$ cat config.mk
export PLATFORM = sky130hd
export DESIGN_NAME = ahb_arbiter
export DESIGN_NICKNAME = d
export VERILOG_FILES = /design/src/rtl/ahb_pkg.sv /design/src/rtl/ahb_rr_picker.sv /design/src/rtl/ahb_arbiter.sv
export SDC_FILE = /design/constraint.sdc
export NUM_CORES = 1
export LEC_CHECK = 0
export CORE_MARGIN = 2
export CORE_UTILIZATION = 45
export DETAILED_ROUTE_END_ITERATION = 10
export PLACE_DENSITY = 0.75
export SYNTH_ARGS = -nofsm -noshare
export SYNTH_HDL_FRONTEND = slang
export SYNTH_SLANG_ARGS = --single-unit
$ cat constraint.sdc
create_clock -name hclk -period 3.22 [get_ports hclk]
set_input_delay 0.483 -clock hclk [delete_from_list [all_inputs] [get_ports hclk]]
set_output_delay 0.483 -clock hclk [all_outputs]
set_load 0.1 [all_outputs]
$ cat src/rtl/ahb_pkg.sv
// Shared AHB types and helpers for the bus arbiter: transfer/burst encodings and burst length lookup.
package ahb_pkg;

    localparam int unsigned MAX_MST = 4;
    localparam int unsigned MIDX_W  = 2;
    localparam int unsigned CNT_W   = 4;
    localparam int unsigned BEATS_W = 5;

    typedef enum logic [1:0] {
        HTRANS_IDLE   = 2'd0,
        HTRANS_BUSY   = 2'd1,
        HTRANS_NONSEQ = 2'd2,
        HTRANS_SEQ    = 2'd3
    } htrans_t;

    typedef enum logic [2:0] {
        HBURST_SINGLE = 3'd0,
        HBURST_INCR   = 3'd1,
        HBURST_WRAP4  = 3'd2,
        HBURST_INCR4  = 3'd3,
        HBURST_WRAP8  = 3'd4,
        HBURST_INCR8  = 3'd5,
        HBURST_WRAP16 = 3'd6,
        HBURST_INCR16 = 3'd7
    } hburst_t;

    // Undefined-length INCR counts as a single beat; it is re-arbitrated on every non-SEQ cycle.
    function automatic logic [BEATS_W-1:0] burst_beats(input hburst_t burst);
        logic [BEATS_W-1:0] beats;
        case (burst)
            HBURST_WRAP4,  HBURST_INCR4:  beats = BEATS_W'(4);
            HBURST_WRAP8,  HBURST_INCR8:  beats = BEATS_W'(8);
            HBURST_WRAP16, HBURST_INCR16: beats = BEATS_W'(16);
            default:                      beats = BEATS_W'(1);
        endcase
        return beats;
    endfunction

endpackage

$ cat src/rtl/ahb_rr_picker.sv
// Combinational round-robin picker: first requester after the pointer, pointer itself lowest priority.
module ahb_rr_picker
    import ahb_pkg::*;
#(
    parameter int unsigned NUM_MST = 4
) (
    input  logic [NUM_MST-1:0] req,
    input  logic [MIDX_W-1:0]  pointer,
    output logic [NUM_MST-1:0] grant,
    output logic [MIDX_W-1:0]  idx,
    output logic               valid
);

    function automatic logic [MIDX_W-1:0] wrap_idx(input logic [MIDX_W-1:0] base,
                                                   input int unsigned     step);
        return MIDX_W'((32'(base) + step) % NUM_MST);
    endfunction

    always_comb begin
        grant = '0;
        idx   = '0;
        valid = 1'b0;
        for (int unsigned i = 1; i <= NUM_MST; i++) begin
            if (!valid && req[wrap_idx(pointer, i)]) begin
                valid = 1'b1;
                idx   = wrap_idx(pointer, i);
            end
        end
        if (valid) begin
            grant[idx] = 1'b1;
        end
    end

endmodule

$ cat src/rtl/ahb_arbiter.sv
// AHB bus arbiter: burst-aware arbitration points, round-robin one-hot grant with lock hold,
// and address-phase owner tracking on hmaster/hmastlock.
module ahb_arbiter
    import ahb_pkg::*;
#(
    parameter int unsigned NUM_MST = 4
) (
    input  logic               hclk,
    input  logic               hrst,
    input  logic [NUM_MST-1:0] hbusreq,
    input  logic [NUM_MST-1:0] hlock,
    input  logic [1:0]         htrans,
    input  logic [2:0]         hburst,
    input  logic               hreadyout,
    output logic [NUM_MST-1:0] hgrant,
    output logic [1:0]         hmaster,
    output logic               hmastlock
);

    htrans_t            trans_c;
    hburst_t            burst_c;
    logic [CNT_W-1:0]   cnt;
    logic [CNT_W-1:0]   cnt_load_c;
    logic [MIDX_W-1:0]  ptr;
    logic               arb_c;
    logic               owner_lock_c;
    logic [NUM_MST-1:0] pick_grant_c;
    logic [MIDX_W-1:0]  pick_idx_c;
    logic               pick_valid_c;
    logic [NUM_MST-1:0] next_grant_c;
    logic [MIDX_W-1:0]  next_idx_c;

    assign trans_c    = htrans_t'(htrans);
    assign burst_c    = hburst_t'(hburst);
    assign cnt_load_c = CNT_W'(burst_beats(burst_c) - BEATS_W'(1));

    // Remaining beats of the current fixed-length burst.
    always_ff @(posedge hclk or posedge hrst) begin
        if (hrst) begin
            cnt <= '0;
        end else if (hreadyout) begin
            if (trans_c == HTRANS_NONSEQ) begin
                cnt <= cnt_load_c;
            end else if (trans_c == HTRANS_SEQ && cnt != '0) begin
                cnt <= cnt - CNT_W'(1);
            end
        end
    end

    // Bus may change hands when the current beat completes a transfer or burst.
    assign arb_c = hreadyout &&
                   ((trans_c == HTRANS_IDLE) ||
                    (trans_c == HTRANS_NONSEQ && cnt_load_c == '0 && burst_c != HBURST_INCR) ||
                    (trans_c == HTRANS_SEQ && cnt == CNT_W'(1)) ||
                    (burst_c == HBURST_INCR && trans_c != HTRANS_SEQ));

    // ptr always holds the index of the granted master, so it doubles as the owner index.
    assign owner_lock_c = hlock[ptr];

    ahb_rr_picker #(
        .NUM_MST (NUM_MST)
    ) u_picker (
        .req     (hbusreq),
        .pointer (ptr),
        .grant   (pick_grant_c),
        .idx     (pick_idx_c),
        .valid   (pick_valid_c)
    );

    assign next_grant_c = pick_valid_c ? pick_grant_c : NUM_MST'(1);
    assign next_idx_c   = pick_valid_c ? pick_idx_c : '0;

    always_ff @(posedge hclk or posedge hrst) begin
        if (hrst) begin
            hgrant <= NUM_MST'(1);
            ptr    <= '0;
        end else if (arb_c && !owner_lock_c && next_idx_c != ptr) begin
            hgrant <= next_grant_c;
            ptr    <= next_idx_c;
        end
    end

    // Address-phase ownership follows the grant once the bus is ready.
    always_ff @(posedge hclk or posedge hrst) begin
        if (hrst) begin
            hmaster   <= '0;
            hmastlock <= 1'b0;
        end else if (hreadyout) begin
            hmaster   <= ptr;
            hmastlock <= owner_lock_c;
        end
    end

endmodule
Word-level counts from Yosys, hierarchy flattened --
Index checks and enable logic that the tools add are counted. W data, S select, Z words.
Word-level totals: bits in read-only memories 0, bits in registers 13, word-level logic and storage cells 83, output and inout port bits 7, latch bits 0, bits in writable memories 0, input port bits 16, memories 0
Operators by class: $add $sub $neg 6, multiply operators 0, div/mod/pow operators 0, reductions and logical operators 27, bitwise operators 0, eq/ne operators 13, $lt $le $gt $ge 7, muxes and demuxes 25, shift-type cells 0
Operators with widths (number):
- $lt A2 B3 Y1 const B | 6
- $eq A3 B3 Y1 const B | 4
- $logic_and A1 B1 Y1 | 12
- $mux W4 | 3
- $pmux W4 S3 | 1
- $bmux W1 S2 | 5
- $mux W1 | 10
- $mux W2 | 5
- $sub A4 B1 Y4 const B | 2
- $eq A3 B2 Y1 const B | 2
- $reduce_or A2 Y1 | 3
- $add A2 B1 Y2 const B | 2
- $add A2 B2 Y2 const B | 2
- $eq A2 B2 Y1 const B | 2
- $eq A4 B1 Y1 const B | 1
- $logic_not A1 Y1 | 4
- $logic_not A4 Y1 | 1
- $reduce_bool A4 Y1 | 1
- $eq A3 B1 Y1 const B | 1
- $logic_or A1 B1 Y1 | 3
- $ne A3 B1 Y1 const B | 1
- $demux W1 S2 | 1
- $ge A2 B1 Y1 const B | 1
- $logic_not A2 Y1 | 1
- other kinds (4) | 4

Depth between registers and ports, before layout --
Gate-level depths: netlist (run 1).
depth in word-level cells 18, mapped depth 6, mapped depth without buffers 6

By module --
Synthesis (run 1) repeated with hierarchy kept, for this count alone.
Second synthesis, totals: cells, all modules 102, area, all modules 939.7 um^2
Modules (own cells, without submodules):
- ahb_arbiter | area an instance 780.7 um^2, cells each 75, instances 1, seq. area each 326.6 um^2
- ahb_rr_picker | area an instance 158.9 um^2, cells each 27, instances 1, seq. area each 0.0 um^2

Least setup slack after synthesis (run 1) --
OpenSTA, ideal clock, no wires.
path type input-to-reg, start point input port hlock[0], end point register hgrant[1], stages on the path 5, path slack 1.334 ns, arrival time 1.760 ns, buffers on the path 0, setup time 0.125 ns, required time 3.095 ns, cells stage by stage mux2_4 > nor3b_2 > a31oi_1 > nor4_4 > mux2_2
Between the ends: word-level cells in the longest chain between the ends 5
RTL lines:
- start, declared | line ahb_arbiter.sv:11 | input logic [NUM_MST-1:0] hlock,
- $bmux W1 S2 | line ahb_arbiter.sv:58 | assign owner_lock_c = hlock[ptr];
- $mux W1 (not written as such) | line ahb_arbiter.sv:58
- $logic_not A1 Y1 | line ahb_arbiter.sv:77 | end else if (arb_c && !owner_lock_c && next_idx_c != ptr) begin
- $logic_and A1 B1 Y1 (2 in a row) | line ahb_arbiter.sv:77
- end signal, assigned | line ahb_arbiter.sv:78 | hgrant <= next_grant_c;
- end, declared | line ahb_arbiter.sv:15 | output logic [NUM_MST-1:0] hgrant,
Every way passes these cells. The select of a mux whose other input is x is not followed. A chain may end at the register's enable or synchronous reset.

Worst setup path after layout (run 1) --
start point input port htrans[0], end point register ptr[1]
Between the ends: word-level cells in the longest chain between the ends 9, elaborated cells on any way between the ends 14, those cells by class 3 x eq/ne; 11 x reduce/logical
RTL lines:
- start, declared | line ahb_arbiter.sv:12 | input logic [1:0] htrans,
- $eq A2 B2 Y1 | line ahb_arbiter.sv:53 | (trans_c == HTRANS_NONSEQ && cnt_load_c == '0 && burst_c != HBURST_INCR) ||
- $logic_and A1 B1 Y1 (2 in a row) | line ahb_arbiter.sv:53
- $logic_or A1 B1 Y1 | line ahb_arbiter.sv:52 | ((trans_c == HTRANS_IDLE) ||
- $logic_or A1 B1 Y1 | line ahb_arbiter.sv:53
- $logic_or A1 B1 Y1 (*) | line ahb_arbiter.sv:54 | (trans_c == HTRANS_SEQ && cnt == CNT_W'(1)) ||
- $logic_and A1 B1 Y1 (*) | line ahb_arbiter.sv:51 | assign arb_c = hreadyout &&
- $logic_and A1 B1 Y1 (*) (2 in a row) | line ahb_arbiter.sv:77
- end signal, assigned | line ahb_arbiter.sv:79 | ptr <= next_idx_c;
- end, declared | line ahb_arbiter.sv:24 | logic [MIDX_W-1:0] ptr;
Every way passes the cells marked *; elsewhere a longest branch is shown, timed or not.

==> key figures, run 1 <==
Status
  – Status: finished clean

Finish
  – N_diodes: 0
  – Synth-to-layout area growth: 30.9%
  – Ratio of cells with drive above 1 in the final layout: 0.138
  – NumNets Final: 128
  – Fill cells: 161
  – Fin cells: 134

Detailed routing
  – DRT iter0 DRCs: 15
  – Wirelength per Cell: 12.8 um
  – Final WL: roughly 1700 um
  – Routed Antenna Nets: 0
  – Residual DRC count: 0
  – Drt pass-1 iters: 4
  – Via count: 736
  – Via/cell ratio: roughly 5.5

GRT
  – Tot GR Track Use: 0.184
  – Met2 usage: 0.311
  – Met3 Usage GRT: 0.0346
  – GRT met1 Usage: 0.232
  – First-pass GRT wire length: 2910 um
  – GRT overflow: 0
  – Initial antenna violation count: 0
  – GRT busiest layer: met2
  – Vias in the first global route: 728
  – Largest net degree at the start of global routing: 15

Clock network
  – Cts repair resizes: 0
  – Clk pin slew, worst setup/hold paths: around 0.08 ns
  – Clock tree root driver cell: clkbuf_4
  – Clk buf depth: 2
  – Htree depth: 1
  – CTS tree: built
  – Hold_buf cts: 0
  – Worst-Skew Late Latency: 0.27 ns
  – CTS Sinks: 13
  – Setup bufs post-CTS: 0
  – TritonCTS Buffers: 3

Floorplanning
  – Die H: 47.4 um
  – Die area: 2250 um^2
  – # rows: 15
  – Core Area: 1750 um^2
  – Die X-Extent: 47.4 um
  – Ports: 23
  – Initial core utilization: 0.485

Timing
  – Hold_ws: 0.484 ns
  – RSZ-0062 raised after global routing: false
  – Final min period: 2.24 ns
  – Max frequency: 446 MHz
  – Worst-margin pin slew: 0.967 ns
  – Max Slew Vio Count: 0
  – Tcrit/Tclk final: 0.697
  – Final hold vios: 0
  – Setup violations, final: 0
  – Layout Skew: 0.00353 ns
  – Total negative slack: 0 ns
  – Relative slew slack: 0.353

Worst setup path
  – Worst path buffer plus inverter count: 1
  – CP peak stage delay: roughly 0.52 ns
  – Cell family with most CP delay: simple AND/OR/NAND/NOR gates
  – CP Max Fanout: 6
  – CP Cell Sequence: clkdlybuf4s50_1, nor3b_1, a31oi_1, o21a_1, nor4_4, mux2_2
  – Crit start category: input pin
  – CP endpoint kind: flip-flop
  – Critical path data arrival time: 2.40 ns
  – Critical path type: in2reg
  – CP max-delay cell: clkdlybuf4s50_1
  – Worst EP required: 3.37 ns

Place
  – Post-Place Cells: 130
  – Global placer's final weighted congestion: approximately 0.76
  – Post-DP HPWL: 1360 um
  – PortBufs: 22

Yosys
  – Unique masters post-synth: 35
  – Area share of the leading cell type in the synthesized netlist: 0.355
  – Syn Area/Cell: 9.85 um^2
  – Syn nets: 104
  – Yosys warning count: 0
  – Seq/Total Area, Yosys: 0.386
  – Synth area leader: dfrtp_1
  – Mapped Area: 847 um^2
  – Largest cells by area after synthesis: dfrtp_1, mux2_2, mux2i_1, dfstp_2, nor2_1
  – Post-Syn Instances: 86
  – #FFs+latches synth: 13

Power
  – Worst IR Drop VDD: 618 uV
  – Pwr/cell area: 952 nW/um^2
  – Leakage Power: 0.443 nW

Worst hold path
  – Min-delay worst type: reg2reg

Job
  – Max-Cap Viols: 0
==> per-layer routing <==
layer	up-vias	share of wire
met3	2	0.039
met4	0	0.0058
li1	366	-
met1	355	0.48
met5	-	0
met2	13	0.47
==> cells in the mapped netlist <==
cell and count:
dfrtp_1 12, mux2_2 7, nor2_1 7, a21oi_1 5, inv_1 4, nor2b_1 4
o21ai_0 4, a31oi_1 3, mux2i_1 3, nand2_1 3, nor3_1 3, nor3b_1 3
and3b_1 2, buf_2 2, ha_1 2, nand3b_1 2, o21a_1 2, a211oi_1 1
a21boi_0 1, a21o_1 1, and2_1 1, clkbuf_1 1, dfstp_2 1, mux2_4 1
nand2b_1 1, nand3_1 1, nor3b_2 1, nor4_1 1, nor4_4 1, o221ai_1 1
o22a_1 1, o31ai_1 1, o32a_1 1, o32ai_1 1, or4_1 1
==> registers in the layout, indices dropped and copies added, names as in the netlist <==
| name | flops |
|---|---|
| cnt | 4 |
| hgrant | 4 |
| hmaster | 2 |
| hmastlock | 1 |
| ptr | 2 |
==> placed cells by master, fill, tap and decap left out, types with 2 or more instances in the layout <==
cell type and instances:
clkdlybuf4s50_1 21, dfrtp_1 12, nor2_1 7, mux2_2 7, a21oi_1 5, nor2b_1 4, o21ai_0 4, inv_1 4
nand2_1 3, mux2i_1 3, nor3b_1 3, nor3_1 3, a31oi_1 3, clkbuf_4 3, and3b_1 2, nand3b_1 2
o21a_1 2, ha_1 2
==> per-stage QoR <==
step	worst slack, ns	utilization	total power, W	area [um^2]
2_1_floorplan	1.33	-	0.000817	847
3_3_place_gp	0.732	0.620	0.000950	1080
3_5_place_dp	0.687	0.620	0.000965	1080
4_1_cts	0.966	0.635	0.00107	1110
5_1_grt	0.805	0.635	0.00113	1110
6_report	0.975	0.635	0.00106	1110
==> cells by family (layout without fill, tap and decap cells) <==
| logic type | after synthesis | in the layout | synth area share |
|---|---|---|---|
| AND/OR/NAND/NOR | 31 | 31 | 0.233 |
| AO/OA/AOI/OAI | 22 | 22 | 0.171 |
| flip-flops | 13 | 13 | 0.386 |
| multiplexers | 11 | 11 | 0.146 |
| buffers and inverters | 7 | 30 | 0.0340 |
| adder cells (fa/ha/maj) | 2 | 2 | 0.0295 |
==> where the power goes <==
group	internal [W]	leakage [nW]	switching, W	total [W]
clock	0.0000479	0.0150	0.0000500	0.0000979
sequential	0.000242	0.155	0.0000834	0.000325
combinational	0.000212	0.273	0.000420	0.000633
==> worst paths after layout <==
path                                start         to  slack (ns)  cells past startpoint
worst max-delay path            htrans[0]     ptr[1]        0.98                      6
max in group asynchronous            hrst  hgrant[0]        2.34                      2
worst min-delay path            hmastlock  hmastlock        0.48                      1
worst max register to register     ptr[1]     ptr[1]        0.99                      5
min in group asynchronous            hrst  hgrant[2]        0.53                      2
worst min register to register  hmastlock  hmastlock        0.48                      1
==> cell type report <==
type / instances / area [um^2] / area share
clock buffers: 4 / 26.3 / 0.0237
inverters: 4 / 15.0 / 0.0135
multi-input cells: 66 / 492 / 0.444
flip-flops and latches: 13 / 327 / 0.295
well taps: 25 / 31.3 / 0.0282
repair buffers: 22 / 218 / 0.196
Power figures use the tool's default switching activity.
==> inputs of run 2 (changes only) <==
==> constraint.sdc (replaced) <==
create_clock -name hclk -period 2.1 [get_ports hclk]
set_input_delay 0.315 -clock hclk [delete_from_list [all_inputs] [get_ports hclk]]
set_output_delay 0.315 -clock hclk [all_outputs]
set_load 0.1 [all_outputs]
==> run 2 against run 1 <==
Effect of this change: critical path depth up 1; worst hold slack worse by 0.15 ns; clock power up 54%; setup slack worse by 0.78 ns; non-clock buffer count up 12; largest cell class unchanged.
==> key figures, run 2 (synthesized netlist as in run 1, its figures left out) <==
Status
  – Status: finished clean

Floorplanning
  – Die X-Extent: between 40 and 50 um
  – Die H: 47.4 um
  – # rows: 15
  – Die area: 2250 um^2
  – Core Area: between 1500 and 2000 um^2
  – Ports: 23
  – Initial core utilization: 0.485

Worst setup path
  – Critical path data arrival time: roughly 2.1 ns
  – CP Max Fanout: 6
  – Cell family with most CP delay: buffers and inverters
  – CP peak stage delay: 0.47 ns
  – CP Cell Sequence: clkdlybuf4s50_1, nor3b_1, a31oi_1, o21a_1, nor4_4, buf_4, mux2_2
  – Crit start category: input pin
  – Worst path buffer plus inverter count: 2
  – Worst EP required: 2.26 ns
  – Reg-to-reg startpoint: ptr[1]
  – Critical path type: in2reg
  – Critical path origin: htrans[0]
  – CP max-delay cell: clkdlybuf4s50_1
  – CP endpoint kind: flip-flop

Clock network
  – Worst-Skew Late Latency: 0.27 ns
  – TritonCTS Buffers: 3
  – Setup bufs post-CTS: 0
  – CTS Sinks: 13
  – Htree depth: 1
  – CTS tree: built
  – Hold_buf cts: 0
  – Clock tree root driver cell: clkbuf_4
  – Cts repair resizes: 0
  – Clk buf depth: 2
  – Clk pin slew, worst setup/hold paths: 0.08 ns

GRT
  – Vias in the first global route: 674
  – Tot GR Track Use: 0.180
  – GRT overflow: 0
  – Initial antenna violation count: 0
  – First-pass GRT wire length: 2780 um
  – Largest net degree at the start of global routing: 14

Timing
  – Final hold vios: 0
  – Relative slew slack: 0.681
  – Setup violations, final: 0
  – Total negative slack: 0 ns
  – Final min period: 1.90 ns
  – Max frequency: ~530 MHz
  – Tcrit/Tclk final: 0.906
  – Hold_ws: between 0.3 and 0.4 ns
  – Max Slew Vio Count: 0
  – Layout Skew: 0.00550 ns
  – Worst-margin pin slew: 0.474 ns
  – RSZ-0062 raised after global routing: false

Job
  – Max-Cap Viols: 0

Detailed routing
  – Wirelength per Cell: between 10 and 15 um
  – Final WL: ~1800 um
  – Residual DRC count: 0
  – Via count: 766
  – Drt pass-1 iters: 4
  – Routed Antenna Nets: 0
  – DRT iter0 DRCs: 16
  – Via/cell ratio: 5.25

Finish
  – Final Core Density: 0.679
  – Most frequent cells in the layout: buf_4, clkdlybuf4s50_1, dfrtp_1
  – Largest regs: cnt x4, hgrant x4
  – Multi-input gate area: a little under 500 um^2
  – Most common cell after layout, fill and taps aside: buf_4
  – Register area: 327 um^2
  – Fill cells: 156
  – N_diodes: 0
  – NumNets Final: 140
  – Fin cells: 146
  – Synth-to-layout area growth: 39.9%
  – Ratio of cells with drive above 1 in the final layout: 0.281

Power
  – Worst IR Drop VDD: 1140 uV
  – Leakage Power: 0.512 nW
  – Pwr/cell area: 1400 nW/um^2

Place
  – PortBufs: 22
  – Global placer's final weighted congestion: 0.772
  – Post-DP HPWL: ~1400 um
  – Post-Place Cells: 142

Worst hold path
  – Min-delay worst type: in2async
## run 2: cell types whose count changed in the layout (fill, tap and decap cells not counted), sizes merged
cell	before	now
clkbuf	4	3
buf	1	19
clkdlybuf4s50	21	15
clkinv	0	1
## run 2: power breakdown
group / switching (W) / total [W] / leakage (nW) / internal (W)
Sequential: 0.0000850 / 0.000456 / 0.155 / 0.000371
Clock: 0.0000806 / 0.000151 / 0.0177 / 0.0000705
Combinational: 0.000700 / 0.00106 / 0.339 / 0.000356
Total: 0.000866 / 0.00166 / 0.512 / 0.000798
## run 2: per-stage QoR
| step | instance area [um^2] | total power (W) | setup WS (ns) |
|---|---|---|---|
| floorplan | 847 | 0.00125 | 0.249 |
| global placement | 1160 | 0.00150 | -0.0627 |
| detailed placement | 1160 | 0.00152 | -0.0959 |
| CTS | 1180 | 0.00167 | 0.191 |
| global route | 1180 | 0.00176 | 0.0826 |
| finish | 1180 | 0.00166 | 0.198 |
## run 2: final timing paths
kind,to,slack [ns],cells past startpoint
worst max-delay path,ptr[1],0.20,7
worst min-delay path,hgrant[3],0.34,2
worst max register to register,ptr[1],0.23,6
worst min register to register,hmastlock,0.49,1
max in group asynchronous,hgrant[0],1.42,2
min in group hclk,hmastlock,0.49,1
## run 2: layout make-up
class                      count  area share
multi-input combinational     66       0.415
sequential                    13       0.276
timing repair buffer          34       0.247
tap                           25      0.0264
clock buffer                   3      0.0190
inverter                       4      0.0127
clock inverter                 1     0.00422
## run 2: metal layers
metal,global-route usage,part of all wire,up-vias
met1,0.210,0.44,354
met5,0,0,-
met2,0.308,0.49,22
met3,0.0423,0.070,2
met4,0.0833,0.0056,0
li1,-,-,388
==> inputs of run 3 (changes only) <==
--- a/config.mk
+++ b/config.mk
@@ -7,7 +7,9 @@
 export LEC_CHECK = 0
 export CORE_MARGIN = 2
 export CORE_UTILIZATION = 45
+export CTS_CLUSTER_DIAMETER = 80
 export DETAILED_ROUTE_END_ITERATION = 10
+export GPL_TIMING_DRIVEN = 0
 export PLACE_DENSITY = 0.75
 export SYNTH_ARGS = -nofsm -noshare
 export SYNTH_HDL_FRONTEND = slang
==> run 3 against run 2 <==
Effect of this change: count of clock-buffer cells in the layout rose by 1; combinational power barely moved; sequential cell count did not move; cell area fell by 4.0%; total power fell by 1.1%; clock power rose by 5%; sequential power fell by 1%; cell count fell by 5.5%; clock skew fell by 0.0033 ns; setup slack got worse by 0.17 ns; first-iteration DRC count fell by 25%; wire length rose by 3.4%; largest power group unchanged.
==> key figures, run 3 (synthesized netlist as in run 1, its figures left out) <==
Status
  – Status: finished clean

GRT
  – First-pass GRT wire length: 2970 um
  – Initial antenna violation count: 0
  – Vias in the first global route: roughly 670
  – GRT overflow: 0
  – Tot GR Track Use: 0.188
  – Largest net degree at the start of global routing: 14

Power
  – Pwr/cell area: between 1000 and 1500 nW/um^2
  – Leakage Power: slightly above 0.5 nW
  – Switching power: 0.000866 W
  – Switch share: 0.527
  – Clock network fraction of design power: 0.096
  – Sequential Power Share: 0.274
  – Cell-internal power: just under 0.0008 W
  – Overall power: about 0.0016 W
  – Comb pwr share: 0.629
  – Worst IR Drop VDD: 762 uV

Timing
  – Layout Skew: 0.00220 ns
  – Worst-margin pin slew: 0.970 ns
  – RSZ-0062 raised after global routing: false
  – Relative slew slack: 0.352
  – Final min period: 2.07 ns
  – Setup violations, final: 0
  – Worst setup margin: 0.0291 ns
  – Hold_ws: 0.343 ns
  – Final hold vios: 0
  – Max Slew Vio Count: 0
  – Tcrit/Tclk final: 0.986
  – Max frequency: a little under 500 MHz

Floorplanning
  – Ports: 23
  – Core Area: between 1500 and 2000 um^2
  – Initial core utilization: 0.485
  – # rows: 15
  – Die area: around 2200 um^2
  – Die H: 47.4 um
  – Die X-Extent: 47.4 um

Worst setup path
  – Critical path origin: hmaster[1]
  – CP Max Fanout: 2
  – Critical path data arrival time: 1.76 ns
  – Cell family with most CP delay: buffers and inverters
  – CP Cell Sequence: clkdlybuf4s50_1
  – Worst EP required: about 1.8 ns
  – Critical path type: reg2out
  – Reg-to-reg startpoint: ptr[1]
  – CP max-delay cell: clkdlybuf4s50_1
  – Worst path buffer plus inverter count: 1
  – CP endpoint kind: output pin
  – CP peak stage delay: 1.13 ns
  – Crit start category: flip-flop

Job
  – Max-Cap Viols: 0

Place
  – Global placer's final weighted congestion: 0.783
  – Pre-CTS WS: -0.279 ns
  – Post-DP HPWL: around 1400 um
  – PortBufs: 21

Clock network
  – Clock tree root driver cell: clkbuf_4
  – Worst-Skew Late Latency: 0.28 ns
  – Htree depth: 1
  – Clk buf depth: 2
  – TritonCTS Buffers: 3
  – Clk pin slew, worst setup/hold paths: 0.08 ns
  – Hold_buf cts: 0
  – CTS Sinks: 13
  – CTS tree: built

Detailed routing
  – Via count: 750
  – Final WL: 1830 um
  – Via/cell ratio: 5.43
  – Routed Antenna Nets: 0
  – Wirelength per Cell: 13.3 um
  – Drt pass-1 iters: 4
  – Residual DRC count: 0
  – DRT iter0 DRCs: 12

Finish
  – N_diodes: 0
  – Synth-to-layout area growth: 34.3%
  – NumNets Final: approximately 130
  – Most common cell after layout, fill and taps aside: clkdlybuf4s50_1
  – Largest regs: cnt x4, hgrant x4
  – Fill cells: 149
  – Ratio of cells with drive above 1 in the final layout: 0.159
  – Most frequent cells in the layout: clkdlybuf4s50_1, dfrtp_1, nor2_1, mux2_2, a21oi_1

Worst hold path
  – Min-delay worst type: in2async
## run 3: cell count changes in the layout (fill, tap and decap cells not counted)
cell,change
buf_2,+2
buf_4,-17
clkbuf_1,+2
clkinv_2,-1
dlygate4sd2_1,+2
dlymetal6s2s_1,+4
## run 3: final cells by class
type,count,area [um^2],share of cell area
buffer,3,13.8,0.0121
clock buffer,4,26.3,0.0231
inverter,4,15.0,0.0132
multi-input combinational,66,492,0.432
sequential,13,327,0.287
tap,25,31.3,0.0275
timing repair buffer,23,233,0.205
## run 3: layer usage
metal,share of wire,global-route usage,up-vias
met4,0.017,0.0667,0
met2,0.48,0.300,20
met5,0,0,-
li1,-,-,379
met1,0.46,0.262,346
met3,0.049,0.0269,5
## run 3: repair_timing
item,in CTS,in global routing
endpoints found under the setup margin,2,9
pin swaps,0,1
buffers inserted,0,2
resized for setup,2,4
## run 3: per-stage QoR
stage | setup TNS, ns | utilization | instance area [um^2] | std cells
floorplan | 0 | - | 847 | 86
finish | 0 | 0.652 | 1140 | 138
CTS | 0 | 0.637 | 1110 | 136
global route | 0 | 0.652 | 1140 | 138
global placement | -1.33 | 0.624 | 1090 | 132
detailed placement | -1.38 | 0.624 | 1090 | 132
## run 3: power groups by stage
stage                     clock network (W)  logic (W)  registers, W
after global routing               0.000172    0.00110      0.000470
after floorplan                           0   0.000370      0.000883
after global placement                    0    0.00102      0.000453
after detailed placement                  0    0.00104      0.000460
final                              0.000159    0.00103      0.000451
after CTS                          0.000161    0.00103      0.000454
## run 3: path summary, 6_finish.rpt
path,end,slack [ns],cells after the start
max,hmaster[1],0.03,1
min,cnt[1],0.34,2
max reg2reg,hgrant[1],0.14,7
min reg2reg,hmastlock,0.49,1
max in group asynchronous,hgrant[0],1.41,2
min in group hclk,hmastlock,0.49,1
